**config.mk**
```make
export PLATFORM = sky130hd
export DESIGN_NAME = ps2_game_cmd
export DESIGN_NICKNAME = d
export VERILOG_FILES = /design/src/rtl/ps2_game_cmd_pkg.sv /design/src/rtl/ps2_game_cmd_key_repeat.sv /design/src/rtl/ps2_game_cmd.sv
export SDC_FILE = /design/constraint.sdc
export NUM_CORES = 1
export LEC_CHECK = 0
export CORE_MARGIN = 2
export CORE_UTILIZATION = 40
export CTS_BUF_LIST = sky130_fd_sc_hd__clkbuf_4
export DETAILED_ROUTE_END_ITERATION = 6
export SLEW_MARGIN = 20
export SYNTH_ARGS = -nofsm -noshare
export SYNTH_HDL_FRONTEND = slang
export SYNTH_SLANG_ARGS = --single-unit
export TNS_END_PERCENT = 100
```
**constraint.sdc**
```tcl
create_clock -name i_clk -period 3.8 [get_ports i_clk]
set_input_delay 1.14 -clock i_clk [delete_from_list [all_inputs] [get_ports i_clk]]
set_output_delay 1.14 -clock i_clk [all_outputs]
set_load 0.02 [all_outputs]
```
**src/rtl/ps2_game_cmd_pkg.sv**
```systemverilog
// Shared PS/2 scan-code defines plus parser types and key-mapping helper for the Tetris command decoder.
// The `define block is the keyboard scan-code header reused by any other keyboard consumer.
`ifndef PS2_KEYCODES_VH
`define PS2_KEYCODES_VH
`define PS2_PREFIX_EXT   8'hE0
`define PS2_PREFIX_BRK   8'hF0
`define PS2_PREFIX_PAUSE 8'hE1
`define PS2_RESP_ACK     8'hFA
`define PS2_RESP_BAT_OK  8'hAA
`define PS2_RESP_RESEND  8'hFE
`define PS2_KEY_LEFT     8'h6B
`define PS2_KEY_RIGHT    8'h74
`define PS2_KEY_DOWN     8'h72
`define PS2_KEY_UP       8'h75
`define PS2_KEY_SPACE    8'h29
`define PS2_KEY_P        8'h4D
`define PS2_KEY_ENTER    8'h5A
`endif

package ps2_game_cmd_pkg;

  typedef enum logic [1:0] {
    PS_IDLE,
    PS_EXT,
    PS_BRK,
    PS_EXT_BRK
  } parse_state_t;

  typedef enum logic [1:0] {
    OWN_NONE,
    OWN_LEFT,
    OWN_RIGHT
  } lr_owner_t;

  localparam logic [7:0] CODE_EXT = `PS2_PREFIX_EXT;
  localparam logic [7:0] CODE_BRK = `PS2_PREFIX_BRK;

  localparam int KEY_LEFT   = 0;
  localparam int KEY_RIGHT  = 1;
  localparam int KEY_DOWN   = 2;
  localparam int KEY_ROTATE = 3;
  localparam int KEY_DROP   = 4;
  localparam int KEY_PAUSE  = 5;
  localparam int KEY_START  = 6;

  // Arrows only count with the E0 prefix; keypad codes without it fall through as unmapped.
  function automatic logic [6:0] keyMap(input logic [7:0] code, input logic ext);
    logic [6:0] m;
    m = '0;
    if (ext) begin
      case (code)
        `PS2_KEY_LEFT:  m[KEY_LEFT]   = 1'b1;
        `PS2_KEY_RIGHT: m[KEY_RIGHT]  = 1'b1;
        `PS2_KEY_DOWN:  m[KEY_DOWN]   = 1'b1;
        `PS2_KEY_UP:    m[KEY_ROTATE] = 1'b1;
        default:        m = '0;
      endcase
    end else begin
      case (code)
        `PS2_KEY_SPACE: m[KEY_DROP]  = 1'b1;
        `PS2_KEY_P:     m[KEY_PAUSE] = 1'b1;
        `PS2_KEY_ENTER: m[KEY_START] = 1'b1;
        default:        m = '0;
      endcase
    end
    return m;
  endfunction

endpackage

```
**src/rtl/ps2_game_cmd_key_repeat.sv**
```systemverilog
// Auto-repeat timer for one key: first repeat DELAY_CYC after the press, then every RATE_CYC while held.
module key_repeat #(
  parameter int DELAY_CYC = 25_000_000,
  parameter int RATE_CYC  = 5_000_000
) (
  input  logic i_clk,
  input  logic i_rst,
  input  logic i_press,
  input  logic i_hold,
  output logic o_rep_pulse
);

  localparam int CW = $clog2(DELAY_CYC + 1);
  localparam logic [CW-1:0] DELAY_LOAD = CW'(DELAY_CYC);
  localparam logic [CW-1:0] RATE_LOAD  = CW'(RATE_CYC);

  logic [CW-1:0] r_cnt;
  logic          w_expire;

  // Gating with the live hold suppresses any pulse in the release cycle itself.
  assign w_expire    = i_hold && (r_cnt == CW'(1));
  assign o_rep_pulse = w_expire;

  always_ff @(posedge i_clk) begin
    if (i_rst) begin
      r_cnt <= '0;
    end else if (i_press) begin
      r_cnt <= DELAY_LOAD;
    end else if (!i_hold) begin
      r_cnt <= '0;
    end else if (w_expire) begin
      r_cnt <= RATE_LOAD;
    end else if (r_cnt != '0) begin
      r_cnt <= r_cnt - CW'(1);
    end
  end

endmodule

```
**src/rtl/ps2_game_cmd.sv**
```systemverilog
// PS/2 scan-code to Tetris command decoder: read handshake, E0/F0 prefix parser, held-key tracking
// and auto-repeat for left/right/down with last-pressed-wins ownership between left and right.
module ps2_game_cmd #(
  parameter int DELAY_CYC = 25_000_000,
  parameter int RATE_CYC  = 5_000_000
) (
  input  logic       i_clk,
  input  logic       i_rst,
  input  logic [7:0] i_kb_data,
  input  logic       i_kb_ready,
  output logic       o_kb_rdn,
  output logic       o_cmd_left,
  output logic       o_cmd_right,
  output logic       o_cmd_down,
  output logic       o_cmd_rotate,
  output logic       o_cmd_drop,
  output logic       o_cmd_pause,
  output logic       o_cmd_start,
  output logic [6:0] o_held
);

  import ps2_game_cmd_pkg::*;

  logic         r_rdPend;
  logic         r_blank;
  logic [7:0]   r_byte;
  parse_state_t r_state, w_stateNext;
  lr_owner_t    r_owner, w_ownerNext;
  logic [6:0]   r_held, w_heldNext;
  logic [6:0]   w_key, w_press, w_rel;
  logic         w_isMake, w_isBrk;
  logic         w_accept;
  logic         w_repLeft, w_repRight, w_repDown;
  logic         w_holdLeft, w_holdRight;

  // A byte is taken at most once per three cycles: latch, strobe, then one blind cycle.
  assign w_accept = i_kb_ready && !r_rdPend && !r_blank;
  assign o_kb_rdn = ~r_rdPend;

  always_ff @(posedge i_clk) begin
    if (i_rst) begin
      r_rdPend <= 1'b0;
      r_blank  <= 1'b0;
      r_byte   <= '0;
    end else begin
      r_rdPend <= w_accept;
      r_blank  <= r_rdPend;
      if (w_accept) r_byte <= i_kb_data;
    end
  end

  always_ff @(posedge i_clk) begin
    if (i_rst) begin
      r_state <= PS_IDLE;
      r_held  <= '0;
      r_owner <= OWN_NONE;
    end else begin
      r_state <= w_stateNext;
      r_held  <= w_heldNext;
      r_owner <= w_ownerNext;
    end
  end

  // The latched byte is decoded during its strobe cycle so command pulses line up with kb_rdn low.
  always_comb begin
    w_stateNext = r_state;
    w_key       = '0;
    w_isMake    = 1'b0;
    w_isBrk     = 1'b0;
    if (r_rdPend) begin
      case (r_state)
        PS_IDLE: begin
          if (r_byte == CODE_EXT) begin
            w_stateNext = PS_EXT;
          end else if (r_byte == CODE_BRK) begin
            w_stateNext = PS_BRK;
          end else begin
            w_key    = keyMap(r_byte, 1'b0);
            w_isMake = 1'b1;
          end
        end
        PS_EXT: begin
          if (r_byte == CODE_BRK) begin
            w_stateNext = PS_EXT_BRK;
          end else begin
            w_key       = keyMap(r_byte, 1'b1);
            w_isMake    = 1'b1;
            w_stateNext = PS_IDLE;
          end
        end
        PS_BRK: begin
          w_key       = keyMap(r_byte, 1'b0);
          w_isBrk     = 1'b1;
          w_stateNext = PS_IDLE;
        end
        PS_EXT_BRK: begin
          w_key       = keyMap(r_byte, 1'b1);
          w_isBrk     = 1'b1;
          w_stateNext = PS_IDLE;
        end
        default: w_stateNext = PS_IDLE;
      endcase
    end
  end

  // Typematic makes on an already-held key produce no press; breaks of unheld keys are no-ops.
  assign w_press    = w_isMake ? (w_key & ~r_held) : '0;
  assign w_rel      = w_isBrk  ? (w_key &  r_held) : '0;
  assign w_heldNext = (r_held | w_press) & ~w_rel;

  always_comb begin
    w_ownerNext = r_owner;
    if (w_press[KEY_LEFT]) begin
      w_ownerNext = OWN_LEFT;
    end else if (w_press[KEY_RIGHT]) begin
      w_ownerNext = OWN_RIGHT;
    end else if ((r_owner == OWN_LEFT && w_rel[KEY_LEFT]) ||
                 (r_owner == OWN_RIGHT && w_rel[KEY_RIGHT])) begin
      w_ownerNext = OWN_NONE;
    end
  end

  assign w_holdLeft  = w_heldNext[KEY_LEFT]  && (w_ownerNext == OWN_LEFT);
  assign w_holdRight = w_heldNext[KEY_RIGHT] && (w_ownerNext == OWN_RIGHT);

  key_repeat #(.DELAY_CYC(DELAY_CYC), .RATE_CYC(RATE_CYC)) u_repLeft (
    .i_clk      (i_clk),
    .i_rst      (i_rst),
    .i_press    (w_press[KEY_LEFT]),
    .i_hold     (w_holdLeft),
    .o_rep_pulse(w_repLeft)
  );

  key_repeat #(.DELAY_CYC(DELAY_CYC), .RATE_CYC(RATE_CYC)) u_repRight (
    .i_clk      (i_clk),
    .i_rst      (i_rst),
    .i_press    (w_press[KEY_RIGHT]),
    .i_hold     (w_holdRight),
    .o_rep_pulse(w_repRight)
  );

  key_repeat #(.DELAY_CYC(DELAY_CYC), .RATE_CYC(RATE_CYC)) u_repDown (
    .i_clk      (i_clk),
    .i_rst      (i_rst),
    .i_press    (w_press[KEY_DOWN]),
    .i_hold     (w_heldNext[KEY_DOWN]),
    .o_rep_pulse(w_repDown)
  );

  assign o_cmd_left   = w_press[KEY_LEFT]  | w_repLeft;
  assign o_cmd_right  = w_press[KEY_RIGHT] | w_repRight;
  assign o_cmd_down   = w_press[KEY_DOWN]  | w_repDown;
  assign o_cmd_rotate = w_press[KEY_ROTATE];
  assign o_cmd_drop   = w_press[KEY_DROP];
  assign o_cmd_pause  = w_press[KEY_PAUSE];
  assign o_cmd_start  = w_press[KEY_START];
  assign o_held       = r_held;

endmodule

```
==> impl_results.md <==
- Status: completed
- Max H-tree Level: 3
- Mapped Nets: 649
- Cts bufs inserted: 9
- Kind of critical path: flip-flop to output port
- Post-Syn Area: 5271 um^2
- Synth area leader: dfxtp_1
- Vias in the first global route: 4553
- Arrival time worst endpoint: 2.50 ns
- Max Buffers Root-to-Sink: 2
- Most used DFF post-synth: dfxtp_1
- Wire length per cell: 15.50 um
- First-pass GRT wire length: 21.56 mm
- Slew Limit Fails: 0
- TritonCTS Sinks: 96
- Port buffer count: 25
- Vias per cell: 5.792
- Max Freq: 0.2745 GHz
- Remaining Overflow, GRT: 0
- Final period util: 95.85%
- Seq/Total Area, Yosys: 36.46%
- Root buf cell: clkbuf_4
- Util after Layout: 47.27%
- Worst path max stage delay: 0.51 ns
- Count leader, synth: dfxtp_1
- Worst path top cell family by delay: simple AND/OR/NAND/NOR gates
- Row cnt: 41
- Initial antenna violation count: 1
- Clk pin slew, worst setup/hold paths: 0.14 ns
- Sum of negative setup slack: 0 ns
- Main area contributors after synthesis: dfxtp_1, nor2_1, a21oi_1, or4_1, o21ai_0
- Worst rel slew slack: 47.54%
- CP Cell Sequence: or4_4 -> or2_4 -> or3_4 -> o41ai_2 -> buf_4 -> buf_6
- Worst Path Required: 2.66 ns
- Static Leak: 2.153 nW
- Final WL: 13.04 mm
- Synth Area per Inst: 8.367 um^2
- Asr flop ratio synth: 0%
- PwrDens: 260.9 nW/um^2
- TritonCTS clock tree: built
- Die area: 14110 um^2
- DRC: 0
- # IOs: 26
- Worst-Skew Late Latency: 0.47 ns
- Synth Instances: 630
- Area delta synth->final: 14.08%
- Die Y: 118.8 um
- Syn. warnings: 0
- Flop and latch count out of synthesis: 96
- GPL Wtd Cong: 0.8313
- Largest net degree at the start of global routing: 18
- Share of layout cells above drive strength 1: 13.17%
- Area fraction of the dominant cell type after synthesis: 36.46%
- Max Cap Viol: 0
- CP Launch Type: flip-flop
- Hold Path Class: flip-flop to flip-flop
- Crit Path Max Fanout: 5
- Fin Clk Skew: 0.01237 ns
- Detailed Place HPWL: 9.384 mm
- Tightest Pin Transition: 0.7809 ns
- GRT Total Usage: 18.53%
- RSZ-0062 raised after global routing: false
- Die W: 118.8 um
- Max VDD drop: 0.1788 mV
- Crit end category: output port
- Initial DRC count: 197
- Post-CTS Hold Buffers: 0
- Post-route ant nets: 0
- Via count: 4871
- Drt pass-1 iters: 5
- Number of flops mapped to enable cells by yosys: 0
- Final net count: 682
- Crit-path slowest cell: or4_4
- Initial Util: 41.43%
- Yosys cell types: 70
- Overall Power: 1.569 mW
- Buf/Inv on CP: 2
- Final Setup Violations: 0
- Synth top cells by count: dfxtp_1, nor2_1, a21oi_1, nand2_1, o21ai_0
- Final hold violations: 0
- Fin crit period: 3.642 ns
- Core ar.: 12720 um^2
cells by family (layout without fill, tap and decap cells):
family          after synthesis  in the layout  synth area share, %
xor+xnor                     28             28                4.652
buf+inv                      42             80                3.465
compound gates              161            161                19.77
mux                          11             11                2.136
fa+ha+maj                     8              8                1.899
simple gates                284            284                31.62
flops                        96             96                36.46
other cells                   0              1                    0
flip-flops by register name, indices dropped and copies added (netlist names):
| signal | cells |
|---|---|
| o_held | 7 |
| r_byte | 8 |
| r_owner | 2 |
| r_rdPend | 1 |
| r_state | 2 |
| u_repDown.r_cnt | 25 |
| r_blank | 1 |
| u_repRight.r_cnt | 25 |
| u_repLeft.r_cnt | 25 |
power breakdown:
group          switching, mW  internal, mW
sequential            0.0124          1.01
combinational         0.0262        0.0278
clock                  0.337         0.153
per-stage QoR:
step	instance area, um^2	instances	setup slack [ns]	hold slack (ns)
5_1_grt	6013	841	0.003646	0.5161
3_5_place_dp	5772	822	0.06406	0.4732
2_1_floorplan	5271	630	0.1668	0.4467
4_1_cts	5922	838	0.003970	0.4933
6_report	6013	841	0.1576	0.4918
3_3_place_gp	5772	822	0.05524	0.4649
placed cells by master (no fill, tap or decap), drive strengths merged, types with 10 or more instances in the layout:
master / instances
clkdlybuf4s50: 22
nand2: 35
o21ai: 33
xnor2: 10
nand3: 11
nor4: 23
nor3: 24
a31oi: 11
nor2: 66
buf: 24
a21oi: 49
inv: 16
xor2: 18
dfxtp: 96
o31a: 10
or3: 19
o31ai: 14
clkbuf: 12
nand4: 12
or4: 24
worst register-to-register path: cells and delay by family, from the launching register on:
| family | cells | cell delay (ns) |
|---|---|---|
| flops | 1 | 0.38 |
| compound gates | 2 | 0.57 |
| simple gates | 3 | 1.43 |
layout make-up:
cell class / count / area (um^2)
Inverter: 16 / 60.06
Multi-Input combinational cell: 492 / 3264
Clock inverter: 4 / 21.27
Antenna cell: 1 / 2.502
Clock buffer: 12 / 90.09
Sequential cell: 96 / 1934
Timing Repair Buffer: 48 / 425.4
Tap cell: 172 / 215.2
Fill cell: 1310 / 6709
final timing paths:
kind	startpoint	endpoint	slack (ns)	depth (start not counted)
max	u_repRight.r_cnt[13]	o_cmd_right	0.16	6
max reg2reg	u_repDown.r_cnt[6]	u_repDown.r_cnt[14]	1.29	5
min reg2reg	u_repDown.r_cnt[13]	u_repDown.r_cnt[13]	0.49	2
min	u_repDown.r_cnt[13]	u_repDown.r_cnt[13]	0.49	2
what timing repair did:
item | 4_1_cts | 5_1_grt
setup buffers | 0 | 2
pin swaps | 0 | 5
endpoints found under the setup margin | 6 | 6
resized for setup | 16 | 17
metal layers:
| layer | wire length, um | vias up | track usage (%) |
|---|---|---|---|
| li1 | - | 2464 | - |
| met1 | 6167 | 2318 | 23.69 |
| met2 | 6221 | 77 | 30.85 |
| met3 | 498 | 12 | 4.537 |
| met4 | 148 | 0 | 5.432 |
| met5 | 0 | - | 0 |
Power figures use the tool's default switching activity.
